`src/rtl/afifo_pkg.sv`:
```
// rtl/afifo_pkg.sv - shared pointer helpers for both sides of the async FIFO
package afifo_pkg;

  function automatic int aw_of(input int depth);
    return $clog2(depth);
  endfunction

  // Operates on a 32-bit container; callers zero-extend in and truncate out.
  function automatic logic [31:0] bin2gray(input logic [31:0] b);
    return b ^ (b >> 1);
  endfunction

  function automatic logic [31:0] gray2bin(input logic [31:0] g);
    logic [31:0] b;
    b[31] = g[31];
    for (int i = 30; i >= 0; i--) begin
      b[i] = b[i+1] ^ g[i];
    end
    return b;
  endfunction

endpackage

```
`src/rtl/afifo_wptr_full_if.sv`:
```
// rtl/afifo_wptr_full_if.sv - write-side pointer/flag bundle of the async FIFO
interface afifo_wptr_full_if #(parameter int AW = 4);
  logic          winc;
  logic          woverflow_clr;
  logic [AW:0]   rgray_async;
  logic          wenc;
  logic [AW-1:0] waddr;
  logic [AW:0]   wgray;
  logic          wfull;
  logic          walmost_full;
  logic [AW:0]   wcount;
  logic          woverflow;

  modport master (
    output winc, woverflow_clr, rgray_async,
    input  wenc, waddr, wgray, wfull, walmost_full, wcount, woverflow
  );

  modport slave (
    input  winc, woverflow_clr, rgray_async,
    output wenc, waddr, wgray, wfull, walmost_full, wcount, woverflow
  );
endinterface

```
`src/rtl/sync_2ff.sv`:
```
// rtl/sync_2ff.sv - two-flop synchronizer, async active-low reset to zero
module sync_2ff #(
  parameter int W = 1
) (
  input  logic         clk,
  input  logic         rstn,
  input  logic [W-1:0] d,
  output logic [W-1:0] q
);

  logic [W-1:0] sync1_q, sync1_d;
  logic [W-1:0] sync2_q, sync2_d;

  always_comb begin
    sync1_d = d;
    sync2_d = sync1_q;
  end

  always_ff @(posedge clk or negedge rstn) begin
    if (!rstn) begin
      sync1_q <= '0;
      sync2_q <= '0;
    end else begin
      sync1_q <= sync1_d;
      sync2_q <= sync2_d;
    end
  end

  assign q = sync2_q;

endmodule

```
`src/rtl/afifo_wptr_full.sv`:
```
// rtl/afifo_wptr_full.sv - write pointer, full/almost-full and overflow tracking
module afifo_wptr_full
  import afifo_pkg::*;
#(
  parameter int DEPTH    = 16,
  parameter int AF_LEVEL = 12
) (
  input  logic              wclk,
  input  logic              wrstn,
  afifo_wptr_full_if.slave  wif
);

  localparam int AW = aw_of(DEPTH);

  logic [AW:0] wbin_q, wbin_d;
  logic [AW:0] wgray_q, wgray_d;
  logic        wfull_q, wfull_d;
  logic        woverflow_q, woverflow_d;
  logic [AW:0] rq2;
  logic [AW:0] rbin;
  logic [AW:0] full_gray;
  logic [AW:0] wcount;
  logic        wenc;

  sync_2ff #(.W(AW+1)) u_rsync (
    .clk  (wclk),
    .rstn (wrstn),
    .d    (wif.rgray_async),
    .q    (rq2)
  );

  always_comb begin
    // Held low during reset so an in-flight write never reaches the RAM.
    wenc        = wif.winc & ~wfull_q & wrstn;
    wbin_d      = wbin_q + (AW+1)'(wenc);
    wgray_d     = (AW+1)'(bin2gray(32'(wbin_d)));
    rbin        = (AW+1)'(gray2bin(32'(rq2)));
    full_gray   = {~rq2[AW:AW-1], rq2[AW-2:0]};
    wfull_d     = (wgray_d == full_gray);
    wcount      = wbin_q - rbin;
    woverflow_d = (wif.winc & wfull_q) | (woverflow_q & ~wif.woverflow_clr);
  end

  always_ff @(posedge wclk or negedge wrstn) begin
    if (!wrstn) begin
      wbin_q      <= '0;
      wgray_q     <= '0;
      wfull_q     <= 1'b0;
      woverflow_q <= 1'b0;
    end else begin
      wbin_q      <= wbin_d;
      wgray_q     <= wgray_d;
      wfull_q     <= wfull_d;
      woverflow_q <= woverflow_d;
    end
  end

  assign wif.wenc         = wenc;
  assign wif.waddr        = wbin_q[AW-1:0];
  assign wif.wgray        = wgray_q;
  assign wif.wfull        = wfull_q;
  assign wif.wcount       = wcount;
  assign wif.walmost_full = (wcount >= (AW+1)'(AF_LEVEL));
  assign wif.woverflow    = woverflow_q;

endmodule
```
`src/flat_wrapper.sv`:
```
// flat-port wrapper written by rule: the top's interface ports become plain ports
module afifo_wptr_full_flat import afifo_pkg::*;
#(
  parameter int DEPTH    = 16,
  parameter int AF_LEVEL = 12
)
  (wclk, wrstn, wif_winc, wif_woverflow_clr, wif_rgray_async, wif_wenc, wif_waddr, wif_wgray, wif_wfull, wif_walmost_full, wif_wcount, wif_woverflow);
  afifo_wptr_full_if wif_i ();
  input  logic wclk;
  input  logic wrstn;
  input wire logic [$bits(wif_i.winc)-1:0] wif_winc;
  input wire logic [$bits(wif_i.woverflow_clr)-1:0] wif_woverflow_clr;
  input wire logic [$bits(wif_i.rgray_async)-1:0] wif_rgray_async;
  output wire logic [$bits(wif_i.wenc)-1:0] wif_wenc;
  output wire logic [$bits(wif_i.waddr)-1:0] wif_waddr;
  output wire logic [$bits(wif_i.wgray)-1:0] wif_wgray;
  output wire logic [$bits(wif_i.wfull)-1:0] wif_wfull;
  output wire logic [$bits(wif_i.walmost_full)-1:0] wif_walmost_full;
  output wire logic [$bits(wif_i.wcount)-1:0] wif_wcount;
  output wire logic [$bits(wif_i.woverflow)-1:0] wif_woverflow;
  assign wif_i.winc = wif_winc;
  assign wif_i.woverflow_clr = wif_woverflow_clr;
  assign wif_i.rgray_async = wif_rgray_async;
  assign wif_wenc = wif_i.wenc;
  assign wif_waddr = wif_i.waddr;
  assign wif_wgray = wif_i.wgray;
  assign wif_wfull = wif_i.wfull;
  assign wif_walmost_full = wif_i.walmost_full;
  assign wif_wcount = wif_i.wcount;
  assign wif_woverflow = wif_i.woverflow;
  afifo_wptr_full #(.DEPTH(DEPTH), .AF_LEVEL(AF_LEVEL)) u_core (.wclk(wclk), .wrstn(wrstn), .wif(wif_i));
endmodule
```
`config.mk`:
```
export PLATFORM = sky130hd
export DESIGN_NAME = afifo_wptr_full_flat
export DESIGN_NICKNAME = d
export VERILOG_FILES = /design/src/rtl/afifo_pkg.sv /design/src/rtl/afifo_wptr_full_if.sv /design/src/rtl/sync_2ff.sv /design/src/rtl/afifo_wptr_full.sv /design/src/flat_wrapper.sv
export SDC_FILE = /design/constraint.sdc
export NUM_CORES = 1
export LEC_CHECK = 0
export BUFFER_PORTS_ARGS = -buffer_cell sky130_fd_sc_hd__buf_4
export CAP_MARGIN = 15
export CORE_ASPECT_RATIO = 0.75
export CORE_MARGIN = 2
export CORE_UTILIZATION = 45
export DETAILED_ROUTE_END_ITERATION = 16
export GPL_TIMING_DRIVEN = 0
export PLACE_DENSITY = 0.7
export SLEW_MARGIN = 15
export SYNTH_ARGS = -nofsm -noshare
export SYNTH_HDL_FRONTEND = slang
export SYNTH_SLANG_ARGS = --single-unit
```
`constraint.sdc`:
```
create_clock -name wclk -period 2.88 [get_ports wclk]
set_input_delay 0.144 -clock wclk [delete_from_list [all_inputs] [get_ports wclk]]
set_output_delay 0.144 -clock wclk [all_outputs]
set_load 0.1 [all_outputs]
```
==> run_results.csv, run 1 <==
group,metric,value,unit
clocking,cts_tree,"yes",
sta,rsz0062_at_grt,"yes",
setup_path,worstPathArrival,2.99,ns
global_route,grt_use_total,0.167,
setup_path,r2r_cells,7,
clocking,insertion_delay,0.29,ns
setup_path,r2r_start,"u_core.wif.wfull$_DFF_PN0_",
place,routabilityCongestion,0.711,
setup_path,cp-end-kind,"output pin",
synth,ys_warn_count,0,
die,die_height,44.3,um
synth,netlist_instances,76,
synth,synth_edf_count,0,
setup_path,cpPeakStageDelay,0.42,ns
global_route,grt_pass1_vias,734,
sta,finClkSkew,0.00338,ns
synth,yosys.area_share.adder,0.0976,
synth,synthXorXnorAreaFrac,0.209,
cells_and_area,ff_latch_area,528,um^2
sta,period_needed,3.13,ns
cells_and_area,fill_cells,142,
die,die_w,57.7,um
flow_run,cap_violations,0,
clocking,clock-sinks,21,
place,pre_cts_slack,-0.209,ns
setup_path,crit_path_max_fanout,2,
setup_path,r2r_slack,0.82,ns
setup_path,crit_buf_inv,2,
synth,synthMuxAreaShare,0,
sta,slew_violations,0,
sta,worst_slack,-0.254,ns
cells_and_area,nets,137,
setup_path,cpMaxStageDelayCell,"dfrtp_1",
die,ioPinCount,27,
detailed_routing,drt-initial-drc-count,11,
sta,whs,0.0254,ns
sta,fin_crit_sh,1.09,
worst_hold_path,hold_start,"wif_woverflow_clr",
synth,ys.flop_type,"dfrtp_1",
setup_path,r2r-end,"u_core.wif.wfull$_DFF_PN0_",
place,dpl.cell_count,126,
cells_and_area,final_common_cell,"buf_4",
sta,hold_violations,0,
detailed_routing,first_pass_iters,4,
synth,synthSimpleGateAreaFrac,0.0719,
die,core_area,2030,um^2
synth,seq_area_frac_synth,0.539,
detailed_routing,detail_route.wl_per_cell,12.1,um
cells_and_area,final_cell_mix,"31 x buf_4, 19 x dfrtp_1, 7 x xnor2_1",
detailed_routing,via_per_inst,4.68,
synth,synth_top_family_by_area,"XOR/XNOR gates",
global_route,grt_pass1_wl,3.08,mm
status,outcome,"finished, violations left",
status,violations,"setup timing",
cells_and_area,drive_gt1_frac,0.458,
synth,synth_nets,92,
synth,avgSynthCellArea,12.8,um^2
synth,netlist_area,975,um^2
clocking,cts_root_buffer,"clkbuf_4",
sta,max_freq,319,MHz
die,start_util,0.480,
global_route,grt_antenna_before_repair,0,
setup_path,cp.required,2.74,ns
place,portBuffers,26,
cells_and_area,fin_util,0.734,
setup_path,crit_chain,"xnor2_2, xor2_2, xor2_2, xnor2_1, ha_2, inv_2, fa_2, a21o_1, a21oi_4, xnor2_4, a31o_4, buf_12",
setup_path,cpMostUsedCell,"xor2_2",
die,row_count,14,
cells_and_area,diodes,0,
cells_and_area,fin_cells,144,
cells_and_area,multi_input_comb_area,528,um^2
detailed_routing,drc_errors,0,
detailed_routing,vias,674,
setup_path,crit_type,"reg -> out",
synth,async_flop_share,1.00,
global_route,grt_max_degree,23,
clocking,path_clk_slew,0.10,ns
synth,synth_compound_area_frac,0.0552,
worst_hold_path,hold_path_depth,2,
detailed_routing,ant_nets,0,
worst_hold_path,hold_end,"u_core.wif.woverflow$_DFF_PN0_",
sta,slew_headroom,0.709,
detailed_routing,wl,1.74,mm
synth,synth.distinct_cells,21,
sta,worst_slew_pin_slew,0.434,ns
clocking,clk_path_buf_depth,2,
synth,synth_seq_cells,21,
global_route,gr-total-overflow,0,
clocking,htreeDepth,1,
die,die_area,2560,um^2
cells_and_area,syn2layout_area_growth,53.0,%
clocking,cts_inserted_buffers,3,
sta,setup_viol,2,
worst_hold_path,hp-class,"in -> reg",
place,dp_hpwl,1.25,mm
setup_path,crit_family,"XOR/XNOR gates",
setup_path,start_kind,"flop",
synthesized netlist by cell type (all sizes together), types with 2 or more instances:
| cell type | count | share of area |
|---|---|---|
| dfrtp | 21 | 0.54 |
| ha | 6 | 0.077 |
| inv | 7 | 0.027 |
| nand2 | 4 | 0.015 |
| nand3 | 4 | 0.021 |
| o21ai | 2 | 0.010 |
| or3 | 3 | 0.019 |
| xnor2 | 9 | 0.089 |
| xor2 | 10 | 0.098 |
flip-flops by register name, summed over array words and instances (netlist names):
name / cells
u_core.wif.wgray: 4
u_core.wbin_q: 5
u_core.wif.woverflow: 1
u_core.u_rsync.q: 5
u_core.u_rsync.sync1_q: 5
u_core.wif.wfull: 1
worst max-delay path by stage:
| stage | to | from | slack (ns) | depth (start not counted) |
|---|---|---|---|---|
| global route | wif_walmost_full | u_core.u_rsync.q[3]$_DFF_PN0_ | -0.38 | 12 |
| detailed placement | wif_walmost_full | u_core.u_rsync.q[4]$_DFF_PN0_ | -0.21 | 12 |
| global placement | wif_walmost_full | u_core.u_rsync.q[4]$_DFF_PN0_ | -0.16 | 12 |
| floorplan | wif_walmost_full | u_core.u_rsync.q[3]$_DFF_PN0_ | -0.22 | 11 |
| CTS | wif_walmost_full | u_core.u_rsync.q[4]$_DFF_PN0_ | -0.31 | 12 |
| finish | wif_walmost_full | u_core.u_rsync.q[3]$_DFF_PN0_ | -0.25 | 12 |
logic make-up (layout without fill, tap and decap cells):
logic type	after synthesis	after routing
flops	21	21
xor+xnor	20	20
simple gates	14	14
fa+ha+maj	7	7
compound gates	7	7
buf+inv	7	51
through the flow:
stage | TNS, ns | cell area, um^2
floorplan | -0.218 | 1040
global placement | -0.248 | 1270
detailed placement | -0.346 | 1270
CTS | -0.682 | 1470
global route | -0.857 | 1490
finish | -0.478 | 1490
final cells by class:
cell class,count,area share
Sequential cell,21,0.354
Inverter,7,0.0176
Tap cell,24,0.0201
Multi-Input combinational cell,48,0.354
Clock buffer,4,0.0176
Timing Repair Buffer,40,0.237
routing by layer:
metal,global-route usage,share of wire,vias up
met4,0.0837,0.022,0
met1,0.187,0.44,325
met2,0.311,0.50,16
met5,0,0,-
li1,-,-,329
met3,0.0263,0.034,4
timing repair:
action / CTS / global route
setup buffers: 5 / 4
hold buffers: 6 / 0
setup endpoints to repair: 5 / 4
hold endpoints to repair: 26 / 0
pin swaps: 8 / 6
gates cloned: 0 / 0
resized for setup: 17 / 0
Power of run 1 is left out: the tool's default activity adds up to more than one toggle a clock period on the data nets, which glitch-free logic cannot reach.
==> run 2: changes to the inputs <==
==> constraint.sdc (replaced) <==
create_clock -name wclk -period 3.7 [get_ports wclk]
set_input_delay 0.185 -clock wclk [delete_from_list [all_inputs] [get_ports wclk]]
set_output_delay 0.185 -clock wclk [all_outputs]
set_load 0.1 [all_outputs]
==> run_results.csv, run 2 (synthesis results as in run 1) <==
group,metric,value,unit
status,outcome,"finished clean",
setup_path,r2r_cells,7,
sta,max_freq,293,MHz
setup_path,r2r-end,"u_core.wif.wfull$_DFF_PN0_",
detailed_routing,vias,652,
sta,worst_slew_pin_slew,0.363,ns
global_route,grt_util_met2,0.259,
flow_run,cap_violations,0,
clocking,post_cts_buffers,0,
worst_hold_path,hp-class,"in -> reg",
clocking,insertion_delay,0.28,ns
place,routabilityCongestion,0.795,
cells_and_area,drive_gt1_frac,0.339,
place,dp_hpwl,1.29,mm
die,die_height,44.3,um
die,core_area,2030,um^2
cells_and_area,final_common_cell,"buf_4",
sta,period_needed,3.42,ns
die,die_area,2560,um^2
sta,setup_tns,0,ns
detailed_routing,drt-initial-drc-count,8,
detailed_routing,first_pass_iters,3,
place,portBuffers,26,
clocking,htreeDepth,1,
global_route,grt_pass1_wl,2.75,mm
global_route,grt_busiest_layer,"met2",
setup_path,cp.required,3.51,ns
setup_path,cp-end-kind,"output pin",
global_route,grt_antenna_before_repair,0,
sta,hold_violations,0,
cells_and_area,syn2layout_area_growth,35.3,%
detailed_routing,ant_nets,0,
global_route,grt_pass1_vias,663,
clocking,cts_root_buffer,"clkbuf_4",
setup_path,r2r_start,"u_core.wif.wfull$_DFF_PN0_",
worst_hold_path,hold_path_depth,2,
cells_and_area,final_area,1320,um^2
die,ioPinCount,27,
clocking,clk_path_buf_depth,2,
place,dpl.cell_count,126,
die,start_util,0.480,
global_route,grt_max_degree,23,
setup_path,worstPathArrival,3.23,ns
cells_and_area,diodes,0,
cells_and_area,final_cell_mix,"26 x buf_4, 21 x dfrtp_1, 7 x inv_1, 7 x xnor2_1",
sta,fin_crit_sh,0.923,
clocking,clock-sinks,21,
detailed_routing,wl,1.61,mm
clocking,path_clk_slew,0.10,ns
detailed_routing,drc_errors,0,
sta,slew_headroom,0.757,
place,postPlaceCellArea,1220,um^2
sta,whs,0.0891,ns
sta,rsz0062_at_grt,"no",
setup_path,crit_path_max_fanout,4,
sta,setup_viol,0,
clocking,cts_tree,"yes",
die,die_w,57.7,um
setup_path,start_kind,"flop",
global_route,grt_use_total,0.144,
global_route,gr-total-overflow,0,
setup_path,crit_type,"reg -> out",
setup_path,r2r_slack,1.55,ns
die,row_count,14,
detailed_routing,via_per_inst,4.79,
cells_and_area,fill_cells,173,
sta,slew_violations,0,
cells_and_area,fin_cells,136,
sta,finClkSkew,0.00178,ns
worst_hold_path,hold_start,"wif_woverflow_clr",
cells_and_area,nets,129,
clocking,cts_inserted_buffers,3,
global_route,met1_usage,0.179,
detailed_routing,detail_route.wl_per_cell,11.8,um
worst_hold_path,hold_end,"u_core.wif.woverflow$_DFF_PN0_",
global_route,gr-usage-met3,0.0175,
[run 2: metrics by stage]
stage	util	setup slack (ns)
after CTS	0.642	0.131
after floorplan	-	0.0333
after global placement	0.599	0.504
final	0.649	0.285
after detailed placement	0.599	0.462
after global routing	0.649	0.0576
[run 2: area by class of cell]
cell class / instances / area [um^2] / area share
flip-flops and latches: 21 / 526 / 0.398
clock buffers: 4 / 26.3 / 0.0199
repair buffers: 32 / 255 / 0.194
multi-input cells: 48 / 455 / 0.345
well taps: 24 / 30.0 / 0.0228
inverters: 7 / 26.3 / 0.0199
[run 2: worst max path at each step]
stage	start	to	slack, ns	cells after the start
2_1_floorplan	u_core.u_rsync.q[4]$_DFF_PN0_	wif_walmost_full	0.03	9
6_report	u_core.u_rsync.q[4]$_DFF_PN0_	wif_walmost_full	0.28	12
3_5_place_dp	u_core.u_rsync.q[4]$_DFF_PN0_	wif_walmost_full	0.46	12
3_3_place_gp	u_core.u_rsync.q[4]$_DFF_PN0_	wif_walmost_full	0.50	12
4_1_cts	u_core.u_rsync.q[4]$_DFF_PN0_	wif_walmost_full	0.13	12
5_1_grt	u_core.u_rsync.q[4]$_DFF_PN0_	wif_walmost_full	0.06	12
[run 2: what timing repair did]
item | 4_1_cts | 5_1_grt
endpoints found under the setup margin | 0 | 1
hold buffers | 6 | 0
gates resized for setup | 0 | 2
endpoints found under the hold margin | 26 | 0
[run 2: per-layer routing]
metal	vias to the layer above	part of all wire	wire length, um
met5	-	0	0
met4	0	0.0056	9
met3	2	0.037	59
met2	15	0.50	812
met1	319	0.45	728
li1	316	-	-
[run 2: worst max-delay path: stages, from the launching register on]
cell	delay [ns]
dfrtp_1	0.45
xnor2_2	0.24
xor2_2	0.22
xor2_2	0.25
xnor2_1	0.15
ha_1	0.18
inv_1	0.05
fa_1	0.43
a21o_1	0.20
a21oi_1	0.23
xnor2_2	0.15
a31o_2	0.12
buf_4	0.28
Power of run 2 is left out for the same reason.
==> run 3: changes to the inputs <==
--- a/config.mk
+++ b/config.mk
@@ -5,14 +5,14 @@
 export SDC_FILE = /design/constraint.sdc
 export NUM_CORES = 1
 export LEC_CHECK = 0
-export BUFFER_PORTS_ARGS = -buffer_cell sky130_fd_sc_hd__buf_4
 export CAP_MARGIN = 15
 export CORE_ASPECT_RATIO = 0.75
 export CORE_MARGIN = 2
-export CORE_UTILIZATION = 45
+export CORE_UTILIZATION = 48
 export DETAILED_ROUTE_END_ITERATION = 16
+export DONT_BUFFER_PORTS = 1
 export GPL_TIMING_DRIVEN = 0
-export PLACE_DENSITY = 0.7
+export PLACE_DENSITY = 0.63
 export SLEW_MARGIN = 15
 export SYNTH_ARGS = -nofsm -noshare
 export SYNTH_HDL_FRONTEND = slang
==> run_results.csv, run 3 (synthesis results as in run 1) <==
group,metric,value,unit
status,outcome,"finished clean",
cells_and_area,diodes,0,
setup_path,critical_path.endpoint,"wif_walmost_full",
setup_path,cpMaxStageDelayCell,"xor2_4",
cells_and_area,final_cell_mix,"21 x dfrtp_1, 7 x inv_1, 7 x xnor2_1, 7 x dlygate4sd3_1",
cells_and_area,final_common_cell,"dfrtp_1",
sta,slew_headroom,0.268,
place,routabilityCongestion,0.781,
setup_path,r2r_cells,7,
detailed_routing,drc_errors,0,
place,dp_hpwl,1.05,mm
clocking,cts_root_buffer,"clkbuf_4",
setup_path,crit_chain,"xnor2_2, xor2_2, xor2_2, xnor2_1, ha_1, inv_1, fa_1, xor2_4, a31o_4",
detailed_routing,drt-initial-drc-count,5,
clocking,path_clk_slew,0.11,ns
global_route,grt_use_total,0.140,
clocking,clk_path_buf_depth,2,
sta,period_needed,3.52,ns
setup_path,cpMostUsedCell,"xor2_2",
cells_and_area,fin_cells,115,
cells_and_area,fill_cells,162,
clocking,cts_inserted_buffers,3,
setup_path,start_kind,"flop",
detailed_routing,detail_route.wl_per_cell,12.7,um
clocking,insertion_delay,0.29,ns
detailed_routing,first_pass_iters,3,
detailed_routing,via_per_inst,4.92,
clocking,cts_tree,"yes",
global_route,gr-total-overflow,0,
global_route,grt_max_degree,22,
place,portBuffers,0,
die,ioPinCount,27,
sta,worst_slew_pin_slew,1.10,ns
setup_path,crit_path_max_fanout,2,
flow_run,cap_violations,0,
worst_hold_path,hp-class,"in -> reg",
cells_and_area,drive_gt1_frac,0.165,
die,row_count,14,
sta,max_freq,284,MHz
setup_path,crit_type,"reg -> out",
clocking,htreeDepth,1,
cells_and_area,fin_util,0.605,
setup_path,cp.required,3.51,ns
die,die_height,43.0,um
sta,finClkSkew,0.00486,ns
die,core_area,1960,um^2
cells_and_area,nets,108,
setup_path,r2r_slack,0.19,ns
die,start_util,0.497,
global_route,grt_antenna_before_repair,0,
detailed_routing,ant_nets,0,
setup_path,r2r_start,"u_core.wif.wfull$_DFF_PN0_",
die,die_w,56.0,um
global_route,grt_pass1_vias,595,
sta,fin_crit_sh,0.952,
place,dpl.cell_count,102,
detailed_routing,wl,1.46,mm
setup_path,worstPathArrival,3.34,ns
setup_path,cp-startpoint,"u_core.u_rsync.q[3]$_DFF_PN0_",
detailed_routing,vias,566,
cells_and_area,syn2layout_area_growth,21.8,%
global_route,grt_pass1_wl,2.57,mm
sta,hold_violations,0,
clocking,clock-sinks,21,
setup_path,cp-end-kind,"output pin",
setup_path,cpPeakStageDelay,0.65,ns
sta,slew_violations,0,
die,die_area,2410,um^2
setup_path,r2r-end,"u_core.wif.wfull$_DFF_PN0_",
sta,setup_viol,0,
==> run 3: stage by stage <==
step | hold WS (ns) | instance area [um^2] | worst slack [ns] | TNS [ns]
final | 0.0190 | 1190 | 0.179 | 0
after global routing | 0.0145 | 1190 | -0.000274 | -0.000274
after CTS | 0.0130 | 1170 | 0.0374 | 0
after detailed placement | -0.110 | 1040 | -0.157 | -0.157
after global placement | -0.110 | 1020 | -0.129 | -0.129
after floorplan | -0.111 | 992 | 0.0333 | 0
==> run 3: layer usage <==
layer | wire, um | GRT usage | vias to the layer above
li1 | - | - | 273
met1 | 690 | 0.184 | 277
met2 | 691 | 0.226 | 14
met3 | 66 | 0.0335 | 2
met4 | 9 | 0.0571 | 0
met5 | 0 | 0 | -
==> run 3: repair_timing <==
action	4_1_cts	5_1_grt
resized for setup	4	0
hold buffers	7	0
pin swaps	2	5
endpoints found under the hold margin	27	0
setup buffers	0	2
endpoints found under the setup margin	1	1
==> run 3: layout make-up <==
| type | count | area (um^2) | area share |
|---|---|---|---|
| inverter | 7 | 26.3 | 0.0221 |
| multi-input combinational | 48 | 475 | 0.400 |
| sequential | 21 | 526 | 0.443 |
| clock buffer | 4 | 26.3 | 0.0221 |
| tap | 24 | 30.0 | 0.0253 |
| timing repair buffer | 11 | 104 | 0.0875 |
==> run 3: worst max-delay path: cells and delay by family (launching register included) <==
family	cells	cell delay, ns
AO/OA/AOI/OAI	1	0.46
XOR/XNOR	5	1.45
adder cells (fa/ha/maj)	2	0.64
buffers and inverters	1	0.05
flip-flops	1	0.43
==> run 3: how the worst min path moves through the flow <==
stage / startpoint / endpoint / slack [ns] / depth (start not counted)
2_1_floorplan: wrstn / u_core.u_rsync.q[0]$_DFF_PN0_ / -0.11 / 0
4_1_cts: wif_winc / u_core.wif.woverflow$_DFF_PN0_ / 0.01 / 2
3_3_place_gp: wrstn / u_core.u_rsync.sync1_q[0]$_DFF_PN0_ / -0.11 / 0
3_5_place_dp: wrstn / u_core.u_rsync.sync1_q[0]$_DFF_PN0_ / -0.11 / 0
6_report: wif_winc / u_core.wif.woverflow$_DFF_PN0_ / 0.02 / 2
5_1_grt: wif_winc / u_core.wif.woverflow$_DFF_PN0_ / 0.01 / 2
Power of run 3 is left out for the same reason.
